<file path="config.mk">
export PLATFORM = sky130hd
export DESIGN_NAME = biu_prefetch_ctrl
export DESIGN_NICKNAME = d
export VERILOG_FILES = /design/src/rtl/biu_prefetch_ctrl.sv
export SDC_FILE = /design/constraint.sdc
export NUM_CORES = 1
export LEC_CHECK = 0
export BUFFER_PORTS_ARGS = -buffer_cell sky130_fd_sc_hd__buf_4
export CAP_MARGIN = 10
export CORE_ASPECT_RATIO = 0.7
export CORE_UTILIZATION = 30
export DETAILED_ROUTE_END_ITERATION = 8
export PLACE_DENSITY = 0.58
export SETUP_SLACK_MARGIN = 0.15
export SKIP_CTS_REPAIR_TIMING = 1
export SYNTH_ARGS = -nofsm -noshare
export SYNTH_HDL_FRONTEND = slang
export SYNTH_SLANG_ARGS = --single-unit
</file>
<file path="constraint.sdc">
create_clock -name clk -period 4.8 [get_ports clk]
set_input_delay 0.72 -clock clk [delete_from_list [all_inputs] [get_ports clk]]
set_output_delay 0.72 -clock clk [all_outputs]
set_load 0.03 [all_outputs]
</file>
<file path="src/rtl/biu_prefetch_ctrl.sv">
// 8088-style bus interface sequencer: runs T1-T4 bus cycles on an 8-bit bus and
// arbitrates between EU data accesses and a byte-wide instruction prefetch queue.
module biu_prefetch_ctrl #(
  parameter int QUEUE_DEPTH = 4
) (
  input  logic        clk,
  input  logic        reset,
  input  logic [15:0] cs_base,
  input  logic        ip_load,
  input  logic [15:0] ip_new,
  input  logic        q_pop,
  output logic [7:0]  q_byte,
  output logic        q_valid,
  input  logic        eu_req,
  input  logic        eu_wr,
  input  logic [15:0] eu_seg,
  input  logic [15:0] eu_off,
  input  logic [7:0]  eu_wdata,
  output logic        eu_ack,
  output logic [7:0]  eu_rdata,
  output logic [19:0] Direction,
  output logic        ale,
  output logic        RD_WR,
  output logic [7:0]  Data_out,
  output logic        Data_oe,
  input  logic [7:0]  Data_in,
  input  logic        ready
);

  localparam int AW = (QUEUE_DEPTH > 1) ? $clog2(QUEUE_DEPTH) : 1;
  localparam int CW = AW + 1;
  localparam logic [CW-1:0] DEPTH_C  = CW'(QUEUE_DEPTH);
  localparam logic [CW-1:0] CNT_ZERO = {CW{1'b0}};
  localparam logic [CW-1:0] CNT_ONE  = CW'(1);
  localparam logic [AW-1:0] PTR_ZERO = {AW{1'b0}};
  localparam logic [AW-1:0] PTR_ONE  = AW'(1);

  localparam logic [2:0] S_IDLE = 3'd0;
  localparam logic [2:0] S_T1   = 3'd1;
  localparam logic [2:0] S_T2   = 3'd2;
  localparam logic [2:0] S_T3   = 3'd3;
  localparam logic [2:0] S_TW   = 3'd4;
  localparam logic [2:0] S_T4   = 3'd5;

  function automatic logic [19:0] phys_addr(input logic [15:0] seg, input logic [15:0] off);
    return {seg, 4'h0} + {4'h0, off};
  endfunction

  logic [2:0]    state_r, state_s;
  logic          is_eu_r, wr_r, discard_r, discard_s;
  logic [15:0]   fetch_ip_r, fetch_ip_s;
  logic [7:0]    bus_data_r;
  logic [7:0]    mem_r [QUEUE_DEPTH];
  logic [AW-1:0] head_r, tail_r;
  logic [CW-1:0] count_r, count_s;
  logic          arb_s, eu_req_s, eu_go_s, pf_go_s, launch_s;
  logic          push_s, pop_s, pf_done_s, in_data_s;

  logic [19:0]   dir_r;
  logic          ale_r, rd_wr_r, data_oe_r, eu_ack_r;
  logic [7:0]    data_out_r, eu_rdata_r;

  // Next-state, arbitration and queue bookkeeping
  always_comb begin
    arb_s     = (state_r == S_IDLE) || (state_r == S_T4);
    // the request being acked in T4 must not start a second EU cycle
    eu_req_s  = eu_req && !((state_r == S_T4) && is_eu_r);
    pf_done_s = (state_r == S_T4) && !is_eu_r && !discard_r;
    push_s    = pf_done_s && !ip_load;
    pop_s     = q_pop && (count_r != CNT_ZERO) && !ip_load;

    if (ip_load) begin
      count_s = CNT_ZERO;
    end else if (push_s && !pop_s) begin
      count_s = count_r + CNT_ONE;
    end else if (pop_s && !push_s) begin
      count_s = count_r - CNT_ONE;
    end else begin
      count_s = count_r;
    end

    if (ip_load) begin
      fetch_ip_s = ip_new;
    end else if (pf_done_s) begin
      fetch_ip_s = fetch_ip_r + 16'd1;
    end else begin
      fetch_ip_s = fetch_ip_r;
    end

    // eligibility uses the post-edge count so a completing fetch is accounted for
    eu_go_s  = arb_s && eu_req_s;
    pf_go_s  = arb_s && !eu_req_s && (count_s < DEPTH_C);
    launch_s = eu_go_s || pf_go_s;

    if (launch_s) begin
      discard_s = 1'b0;
    end else if (ip_load && (state_r != S_IDLE) && !is_eu_r) begin
      discard_s = 1'b1;
    end else begin
      discard_s = discard_r;
    end

    case (state_r)
      S_IDLE, S_T4: state_s = launch_s ? S_T1 : S_IDLE;
      S_T1:         state_s = S_T2;
      S_T2:         state_s = S_T3;
      S_T3, S_TW:   state_s = ready ? S_T4 : S_TW;
      default:      state_s = S_IDLE;
    endcase

    in_data_s = (state_s == S_T2) || (state_s == S_T3) ||
                (state_s == S_TW) || (state_s == S_T4);
  end

  // Bus sequencer state and per-cycle attributes
  always_ff @(posedge clk or negedge reset) begin
    if (!reset) begin
      state_r    <= S_IDLE;
      is_eu_r    <= 1'b0;
      wr_r       <= 1'b0;
      discard_r  <= 1'b0;
      fetch_ip_r <= 16'h0000;
      bus_data_r <= 8'h00;
    end else begin
      state_r    <= state_s;
      discard_r  <= discard_s;
      fetch_ip_r <= fetch_ip_s;
      if (launch_s) begin
        is_eu_r <= eu_go_s;
        wr_r    <= eu_go_s && eu_wr;
      end
      if (!is_eu_r && (state_s == S_T4) && (state_r != S_T4)) begin
        bus_data_r <= Data_in;
      end
    end
  end

  // Prefetch queue storage and pointers
  always_ff @(posedge clk or negedge reset) begin
    if (!reset) begin
      for (int i = 0; i < QUEUE_DEPTH; i++) begin
        mem_r[i] <= 8'h00;
      end
      head_r  <= PTR_ZERO;
      tail_r  <= PTR_ZERO;
      count_r <= CNT_ZERO;
    end else begin
      count_r <= count_s;
      if (ip_load) begin
        head_r <= PTR_ZERO;
        tail_r <= PTR_ZERO;
      end else begin
        if (push_s) begin
          mem_r[tail_r] <= bus_data_r;
          tail_r        <= tail_r + PTR_ONE;
        end
        if (pop_s) begin
          head_r <= head_r + PTR_ONE;
        end
      end
    end
  end

  // Registered bus and EU-facing outputs
  always_ff @(posedge clk or negedge reset) begin
    if (!reset) begin
      dir_r      <= 20'h00000;
      ale_r      <= 1'b0;
      rd_wr_r    <= 1'b0;
      data_oe_r  <= 1'b0;
      data_out_r <= 8'h00;
      eu_ack_r   <= 1'b0;
      eu_rdata_r <= 8'h00;
    end else begin
      ale_r     <= launch_s;
      rd_wr_r   <= wr_r && in_data_s && !launch_s;
      data_oe_r <= wr_r && in_data_s && !launch_s;
      eu_ack_r  <= is_eu_r && (state_s == S_T4) && (state_r != S_T4);
      if (launch_s) begin
        dir_r <= eu_go_s ? phys_addr(eu_seg, eu_off) : phys_addr(cs_base, fetch_ip_s);
      end
      if (eu_go_s && eu_wr) begin
        data_out_r <= eu_wdata;
      end
      if (is_eu_r && !wr_r && (state_s == S_T4) && (state_r != S_T4)) begin
        eu_rdata_r <= Data_in;
      end
    end
  end

  assign q_byte    = mem_r[head_r];
  assign q_valid   = (count_r != CNT_ZERO);
  assign Direction = dir_r;
  assign ale       = ale_r;
  assign RD_WR     = rd_wr_r;
  assign Data_oe   = data_oe_r;
  assign Data_out  = data_out_r;
  assign eu_ack    = eu_ack_r;
  assign eu_rdata  = eu_rdata_r;

endmodule

</file>
Word level (Yosys, flattened, before mapping):

Cells that the tools add are included.

* word-level logic and storage cells: 112
* latch bits: 0
* memory bits (read-only): 0
* output and inout port bits: 49
* bits of input ports: 87
* memories: 0
* RAM bits: 0
* register bits: 108

* $lt $le $gt $ge: 4
* add/sub/neg operators: 7
* bitwise operators: 3
* muxes and demuxes: 21
* shift-type cells: 0
* equal/unequal tests: 10
* multipliers: 0
* reductions and logical operators: 48
* div/mod/pow operators: 0

Operators with widths (count)
* adder 20 x 16 -> 20 bit: 2
* bitwise mux 32 bit: 1
* two-way mux 16 bit: 2
* logical AND 1 bit: 25
* two-way mux 8 bit: 3
* two-way mux 20 bit: 1
* adder 16 x 1 -> 16 bit (second input constant): 1
* binary-select mux 8 bit (select 2 bit): 1
* demux 8 bit (select 2 bit): 1
* equality test 3 x 2 -> 1 bit (second input constant): 4
* equality test 3 bit (second input constant): 4
* case mux 3 bit (4 select lines): 1
* logical NOT 1 bit: 9
* two-way mux 3 bit: 3
* two-way mux 2 bit: 4
* greater-or-equal comparator 3 bit (second input constant): 2
* inverter 2 -> 3 bit: 2
* nonzero test 2 bit: 3
* nonzero test 3 bit: 2
* logical OR 1 bit: 5
* adder 2 x 1 -> 2 bit (second input constant): 2
* two-way mux 1 bit: 4
* OR reduction 2 bit: 2
* adder 3 x 1 -> 3 bit (second input constant): 1
* other kinds (8): 8

Depth between registers and ports, before layout:

Gate-level depths: netlist (run 1).

* word-level depth: 20
* depth in mapped cells: 15

Worst setup path before layout (run 1):

No wires, ideal clock.

* kind: register -> register
* start point: reg state_r[1]
* end point: reg dir_r[18] (netlist: Direction[18])
* period minus slack after synthesis: 3.758 ns
* slack: 1.042 ns
* required time: 4.671 ns
* arrival time: 3.629 ns
* stages on the path, launching flop included: 16
* library setup time: 0.129 ns
* buffers on the path: 2
* path through: dfrtp_1 buf_2 nor4b_4 and2_4 buf_6 nand4_1 xor2_1 o21ai_0 ha_1 fa_1 a21o_1 a2111oi_0 o211ai_1 a31o_2 a21oi_1 a211oi_1

RTL lines
* from (decl): line 49 `logic [2:0] state_r, state_s;`
* from (signal assigned): line 125 `state_r <= state_s;`
* equality test 3 bit: line 68 `pf_done_s = (state_r == S_T4) && !is_eu_r && !discard_r;`
* logical AND 1 bit (2 in a row): line 68
* two-way mux 16 bit: line 84 `end else if (pf_done_s) begin`
* two-way mux 16 bit: line 82 `if (ip_load) begin`
* via fetch_ip_s[4]: line 51 `logic [15:0] fetch_ip_r, fetch_ip_s;`
* adder 20 x 16 -> 20 bit: line 46 `return {seg, 4'h0} + {4'h0, off};`
* two-way mux 20 bit: line 180 `dir_r <= eu_go_s ? phys_addr(eu_seg, eu_off) : phys_addr(cs_base, fetch_ip_s);`
* to (signal assigned): line 180
* to (decl): line 59 `logic [19:0] dir_r;`

The timed path passes the listed nets, and every way through them passes these cells.
A chain may end at the register's enable or synchronous reset.

Worst setup path in the final report (run 1):

Same ends and word-level chain as after synthesis.

==> run metrics, run 1 <==
status=completed; Std-Cell Rows=43; dpl ws=0.849 ns; Net Count, Synth=703; Synthesis Warnings=0; Inserted Clock Buffers=9; # fillers=1974; PortBufs=135; FF-to-FF Start=state_r[1]; top cell type's share of synthesized area=0.435; largest cells by area after synthesis=dfrtp_1, mux2_2, ha_1, nand2_1, mux4_2; Clock Skew=0.00928 ns; Leak=3.61 nW; CP Buf/Inv Count=1; Starting Density=0.310; share of cells above drive strength 1=0.318; CP top delay family=compound AO/OA/AOI/OAI gates; most frequent cells in the layout=buf_4, dfrtp_1, mux2_2, nand2_1, nor2_1; gr usage total=0.156; Slew Limit Headroom=0.223; area delta synth->final=25.1%; insertion delay to the later sink of the worst-skew pair=0.36 ns; CTS max path bufs=2; Routed WL=15800 um; Critical Path Max Stage Delay=0.50 ns; routed vias=4823; antenna violations before repair=0; clock network fraction of total power=0.183; CP max-delay cell=dfrtp_1; vias in the first global route=4689; First-pass DRT Iterations=5; Clock Sinks=108; first-pass GRT wire length=25700 um; synthesized instance count=582; crit path cell chain=nor4b_4 -> nand4_1 -> nor2_1 -> nand2_1 -> xor2_1 -> o21ai_0 -> ha_1 -> and3_1 -> a2111oi_0 -> buf_4 -> o211ai_1 -> a31o_2 -> a21oi_1 -> a211oi_1; setup ws final=0.749 ns; GRT Residual Overflow=0; Overall Power=4.25 mW; sequential share of the synthesized area=0.435; Post-synth ARST share=1.00; r2r setup slk=0.75 ns; Die X=174 um; Final Slew Violations=0; setup_tns=0 ns; Die ar.=21300 sq um; Synth cell types=61; drt drc=0; number of setup violations in the final report=0; CP arrival=4.25 ns; final RePlAce weighted congestion=0.839; clock period minus worst slack=4.05 ns; Worst setup EP type=register; nets@finish=831; dpl hpwl=12100 um; antenna-violating nets left=0; max_cap viols=0; Net Switching=1.78 mW; pin count of the biggest net entering global routing=55; worst r2r path cells=14; reg-to-reg endpoint=Direction[18]; Worst Path Required=5.00 ns; syn_area_per_cell=10.7 sq um; final hold vios=0; PwrDens=546 nW/um^2; FF+latch count, synth=108; Post-synth EDFFs=0; die height=122 um; DRT iter0 DRCs=261; CP startpoint kind=register; switching part of the total=0.420; CTS Root Cell=clkbuf_16; TritonCTS clock tree=built; n_diodes=0; Fmax achieved=247 MHz; Combinational Power Share=0.473; Reg clk slew, reported paths=0.07 ns; Post-synth top flop=dfrtp_1; Synth area leader=dfrtp_1; H-Tree Depth=3; RSZ-0062 raised after global routing=no; vias per cell=4.90; drt wl/cell=16.1 um; Max VDD drop=0.217 mV; Hold WC Path Type=in -> async; Least-Margin Pin Slew=1.16 ns; crit path kind=reg -> reg; core area=20100 sq um; post-synthesis cell area=6220 sq um; Seq pwr share=0.344; num ports=136; cell-internal power=2.47 mW; final worst path period share=0.844; most common cell after layout, fill and taps aside=buf_4; crit-path max FO=10
-- worst max-delay path by stage --
stage | from | to | slack [ns] | cells after the start
4_1_cts | state_r[1] | Direction[18] | 0.81 | 14
5_1_grt | state_r[1] | Direction[19] | 0.30 | 13
3_5_place_dp | state_r[1] | Direction[18] | 0.85 | 14
2_1_floorplan | state_r[1] | Direction[18] | 1.04 | 15
6_report | state_r[1] | Direction[18] | 0.75 | 14
3_3_place_gp | state_r[1] | Direction[18] | 0.83 | 14
-- registers in the layout (all words and copies together), names as in the netlist, 2 cells and up --
name,count
bus_data_r,8
fetch_ip_r,16
count_r,3
mem_r,32
eu_rdata,8
head_r,2
state_r,3
Data_out,8
Direction,20
tail_r,2
-- synthesized netlist by cell type (4+ instances only) --
cell,instances
nand3_1,17
nor3_1,10
xnor2_1,20
a21o_1,12
o211ai_1,8
xor2_1,20
nand2_1,50
dfrtp_1,108
and2_1,4
nand4_1,7
or3_1,4
buf_2,4
buf_6,4
a211oi_1,8
o21a_1,4
mux2_2,57
nor2b_1,7
clkbuf_1,10
a31oi_1,10
nand2b_1,4
mux4_2,8
a21oi_1,28
inv_1,15
mux2i_1,8
and3_1,5
ha_1,32
nor2_1,36
o21ai_0,33
-- power groups by stage --
stage | sequential [mW] | clock (mW) | combinational, mW
finish | 1.46 | 0.777 | 2.01
global route | 1.51 | 0.840 | 2.19
CTS | 1.47 | 0.808 | 2.03
detailed placement | 1.48 | 0 | 2.02
global placement | 1.48 | 0 | 2.01
floorplan | 1.69 | 0 | 1.13
-- kinds of logic after synthesis --
logic type	Yosys count	share of synthesized area
adders and majority gates	34	0.0708
buffers and inverters	37	0.0286
DFF	108	0.435
AOI/OAI and AO/OA	129	0.135
xor gates and xnor gates	40	0.0563
muxes	73	0.145
and+or+nand+nor	161	0.130
-- routing by layer --
| layer | vias to the layer above | global-route usage | routed length, um |
|---|---|---|---|
| met5 | - | 0 | 0 |
| met4 | 0 | 0.0411 | 166 |
| met3 | 12 | 0.0341 | 880 |
| met2 | 146 | 0.213 | 6410 |
| met1 | 2289 | 0.242 | 8380 |
| li1 | 2376 | - | - |
-- metrics by stage --
step / util / area [sq um] / hold slack, ns / instances
finish: 0.388 / 7780 / 0.412 / 984
global placement: 0.373 / 7480 / 0.476 / 969
global route: 0.388 / 7780 / 0.471 / 984
floorplan: - / 6220 / 0.424 / 582
CTS: 0.388 / 7780 / 0.434 / 984
detailed placement: 0.373 / 7480 / 0.486 / 969
-- final cells by class --
cell class	instances	area [sq um]	share of cell area
repair buffers	139	1040	0.134
inverters	15	56.3	0.00724
multi-input cells	437	3340	0.429
clock buffers	9	225	0.0289
well taps	270	338	0.0434
clock inverters	6	76.3	0.00981
flip-flops and latches	108	2700	0.347
(Power assumes the default switching activity.)
==> run 2, diff against run 1 <==
--- a/config.mk
+++ b/config.mk
@@ -10,7 +10,7 @@
 export CORE_ASPECT_RATIO = 0.7
 export CORE_UTILIZATION = 30
 export DETAILED_ROUTE_END_ITERATION = 8
-export PLACE_DENSITY = 0.58
+export PLACE_DENSITY = 0.6
 export SETUP_SLACK_MARGIN = 0.15
 export SKIP_CTS_REPAIR_TIMING = 1
 export SYNTH_ARGS = -nofsm -noshare
==> constraint.sdc (replaced) <==
create_clock -name clk -period 3.44 [get_ports clk]
set_input_delay 0.516 -clock clk [delete_from_list [all_inputs] [get_ports clk]]
set_output_delay 0.516 -clock clk [all_outputs]
set_load 0.03 [all_outputs]
==> run 2 against run 1 <==
  * Die area stayed put
  * Fmax is 14% higher
  * The run now ends with setup timing left
  * Clock-buffer cell count is 4 higher
  * Largest power group unchanged
  * Critical path type unchanged
==> run metrics, run 2 (same netlist as run 1, synthesis figures left out) <==
fin util=0.418 (was 0.388); CTS max path bufs=2 (unchanged); Fmax achieved=281 MHz (was 247 MHz); Final Slew Violations=0 (unchanged); CP max-delay cell=nor4b_4 (was dfrtp_1); Critical Path Max Stage Delay=0.45 ns (was 0.50 ns); setup ws final=-0.124 ns (was 0.749 ns); nets@finish=878 (was 831); Worst Setup EP=Direction[18] (unchanged); gr usage total=0.165 (was 0.156); antenna violations before repair=0 (unchanged); worst r2r path cells=16 (was 14); Starting Density=0.310 (unchanged); Crit path depth=16 (was 14); sequential cell area=2700 sq um (unchanged); n_diodes=0 (unchanged); Die X=174 um (unchanged); vias in the first global route=4798 (was 4689); vias per cell=4.90 (about the same); H-Tree Depth=3 (unchanged); register with the most flip-flops=mem_r (unchanged); crit-path max FO=4 (was 10); Std-Cell Rows=43 (unchanged); crit path kind=reg -> reg (unchanged); Slew Limit Headroom=0.409 (was 0.223); fin cells=1032 (was 984); CTS Root Cell=clkbuf_16 (unchanged); drt drc=0 (unchanged); final RePlAce weighted congestion=0.878 (was 0.839); max FFs per register=32 (unchanged); Die ar.=21300 sq um (unchanged); die height=122 um (unchanged); First-pass DRT Iterations=4 (was 5); M3 GR Usage=0.0499 (was 0.0341); CP arrival=3.80 ns (was 4.25 ns); critical path launch point=is_eu_r (was state_r[1]); dpl cells=1007 (was 969); most frequent cells in the layout=buf_4, dfrtp_1, mux2_2, nand2_1, nor2_1 (unchanged); pin count of the biggest net entering global routing=60 (was 55); PortBufs=135 (unchanged); CP Buf/Inv Count=4 (was 1); max_cap viols=0 (unchanged); share of cells above drive strength 1=0.406 (was 0.318); core area=20100 sq um (unchanged); Inserted Clock Buffers=9 (unchanged); multi-input logic area=3610 sq um (was 3340 sq um); setup_tns=-0.376 ns (was 0 ns); met2 Track Usage GR=0.214 (was 0.213); TritonCTS clock tree=built (unchanged); DRT iter0 DRCs=336 (was 261); insertion delay to the later sink of the worst-skew pair=0.35 ns (was 0.36 ns); CP top delay family=simple AND/OR/NAND/NOR gates (was compound AO/OA/AOI/OAI gates); routed vias=5059 (was 4823); antenna-violating nets left=0 (unchanged); crit path cell chain=nor4b_4 -> buf_4 -> nand4_1 -> nor2_2 -> nand4_1 -> xor2_1 -> o21ai_1 -> ha_1 -> nand4_1 -> buf_4 -> buf_4 -> o211ai_1 -> buf_4 -> nand4_1 -> a21oi_1 -> a211oi_1 (was nor4b_4 -> nand4_1 -> nor2_1 -> nand2_1 -> xor2_1 -> o21ai_0 -> ha_1 -> and3_1 -> a2111oi_0 -> buf_4 -> o211ai_1 -> a31o_2 -> a21oi_1 -> a211oi_1); CP startpoint kind=register (unchanged); Reg clk slew, reported paths=0.08 ns (was 0.07 ns); PwrDens=730 nW/um^2 (was 546 nW/um^2); drt wl/cell=16.9 um (was 16.1 um); Worst Path Required=3.67 ns (was 5.00 ns); reg-to-reg endpoint=Direction[18] (unchanged); number of setup violations in the final report=4 (was 0); RSZ-0062 raised after global routing=yes (was no); final worst path period share=1.04 (was 0.844); Clock Skew=0.0100 ns (was 0.00928 ns); Least-Margin Pin Slew=0.886 ns (was 1.16 ns); Routed WL=17400 um (was 15800 um); r2r setup slk=-0.12 ns (was 0.75 ns); num ports=136 (unchanged); Clock Sinks=108 (unchanged); Max VDD drop=0.358 mV (was 0.217 mV); violated checks=setup timing; grt met1 use=0.259 (was 0.242); FF-to-FF Start=is_eu_r (was state_r[1]); busiest grt layer=met1 (unchanged); Worst setup EP type=register (unchanged); GRT Residual Overflow=0 (unchanged); first-pass GRT wire length=27000 um (was 25700 um); clock period minus worst slack=3.56 ns (was 4.05 ns); Hold WC Path Type=in -> async (unchanged); Leak=3.89 nW (was 3.61 nW); area delta synth->final=35.0% (was 25.1%); dpl ws=-0.111 ns (was 0.849 ns); status=complete, but fails checks (was completed); dpl hpwl=13100 um (was 12100 um); # fillers=1933 (was 1974); final hold vios=0 (unchanged); most common cell after layout, fill and taps aside=buf_4 (unchanged)
## run 2: cell types whose count changed in the layout (fill, tap and decap cells not counted), moves of 4 or more
| cell | change |
|---|---|
| buf_4 | +45 |
| ha_1 | -5 |
| ha_4 | +5 |
| inv_6 | -4 |
| o21ai_0 | -12 |
| o21ai_1 | +6 |
| o21ai_2 | +6 |
## run 2: cell type report
type / count / area share
inverters: 15 / 0.00671
clock inverters: 3 / 0.00253
flip-flops and latches: 108 / 0.322
multi-input cells: 437 / 0.430
clock buffers: 13 / 0.0310
well taps: 270 / 0.0402
repair buffers: 186 / 0.167
## run 2: worst min-delay path by stage
| stage | from | to | slack [ns] | cells past startpoint |
|---|---|---|---|---|
| after global placement | wr_r | wr_r | 0.48 | 1 |
| after detailed placement | wr_r | wr_r | 0.49 | 1 |
| after global routing | reset | fetch_ip_r[7] | 0.27 | 1 |
| final | reset | fetch_ip_r[7] | 0.20 | 1 |
| after CTS | reset | fetch_ip_r[9] | 0.24 | 1 |
| after floorplan | reset | Data_oe | 0.22 | 0 |
## run 2: power breakdown
group	internal [mW]	switching, mW	total (mW)
logic	1.35	1.75	3.11
clock network	0.533	0.479	1.01
registers	1.68	0.337	2.01
total	3.56	2.57	6.13
## run 2: worst reg2reg max path, cell delays in order, from the launching register on
cell	delay, ns
dfrtp_1	0.41
nor4b_4	0.45
buf_4	0.18
nand4_1	0.20
nor2_2	0.18
nand4_1	0.13
xor2_1	0.15
o21ai_1	0.10
ha_1	0.34
nand4_1	0.17
buf_4	0.17
buf_4	0.13
o211ai_1	0.35
buf_4	0.18
nand4_1	0.08
a21oi_1	0.17
a211oi_1	0.06
## run 2: per-stage QoR
stage          instance area, sq um  hold WS, ns  total power [mW]
3_5_place_dp                   7800        0.486              5.03
3_3_place_gp                   7800        0.476              5.00
6_report                       8400        0.204              6.13
5_1_grt                        8400        0.268              6.52
2_1_floorplan                  6250        0.220              3.95
4_1_cts                        8080        0.243              6.07
## run 2: layer usage
metal,vias up,part of all wire
li1,2469,-
met3,10,0.068
met2,134,0.39
met5,-,0
met1,2446,0.53
met4,0,0.0093
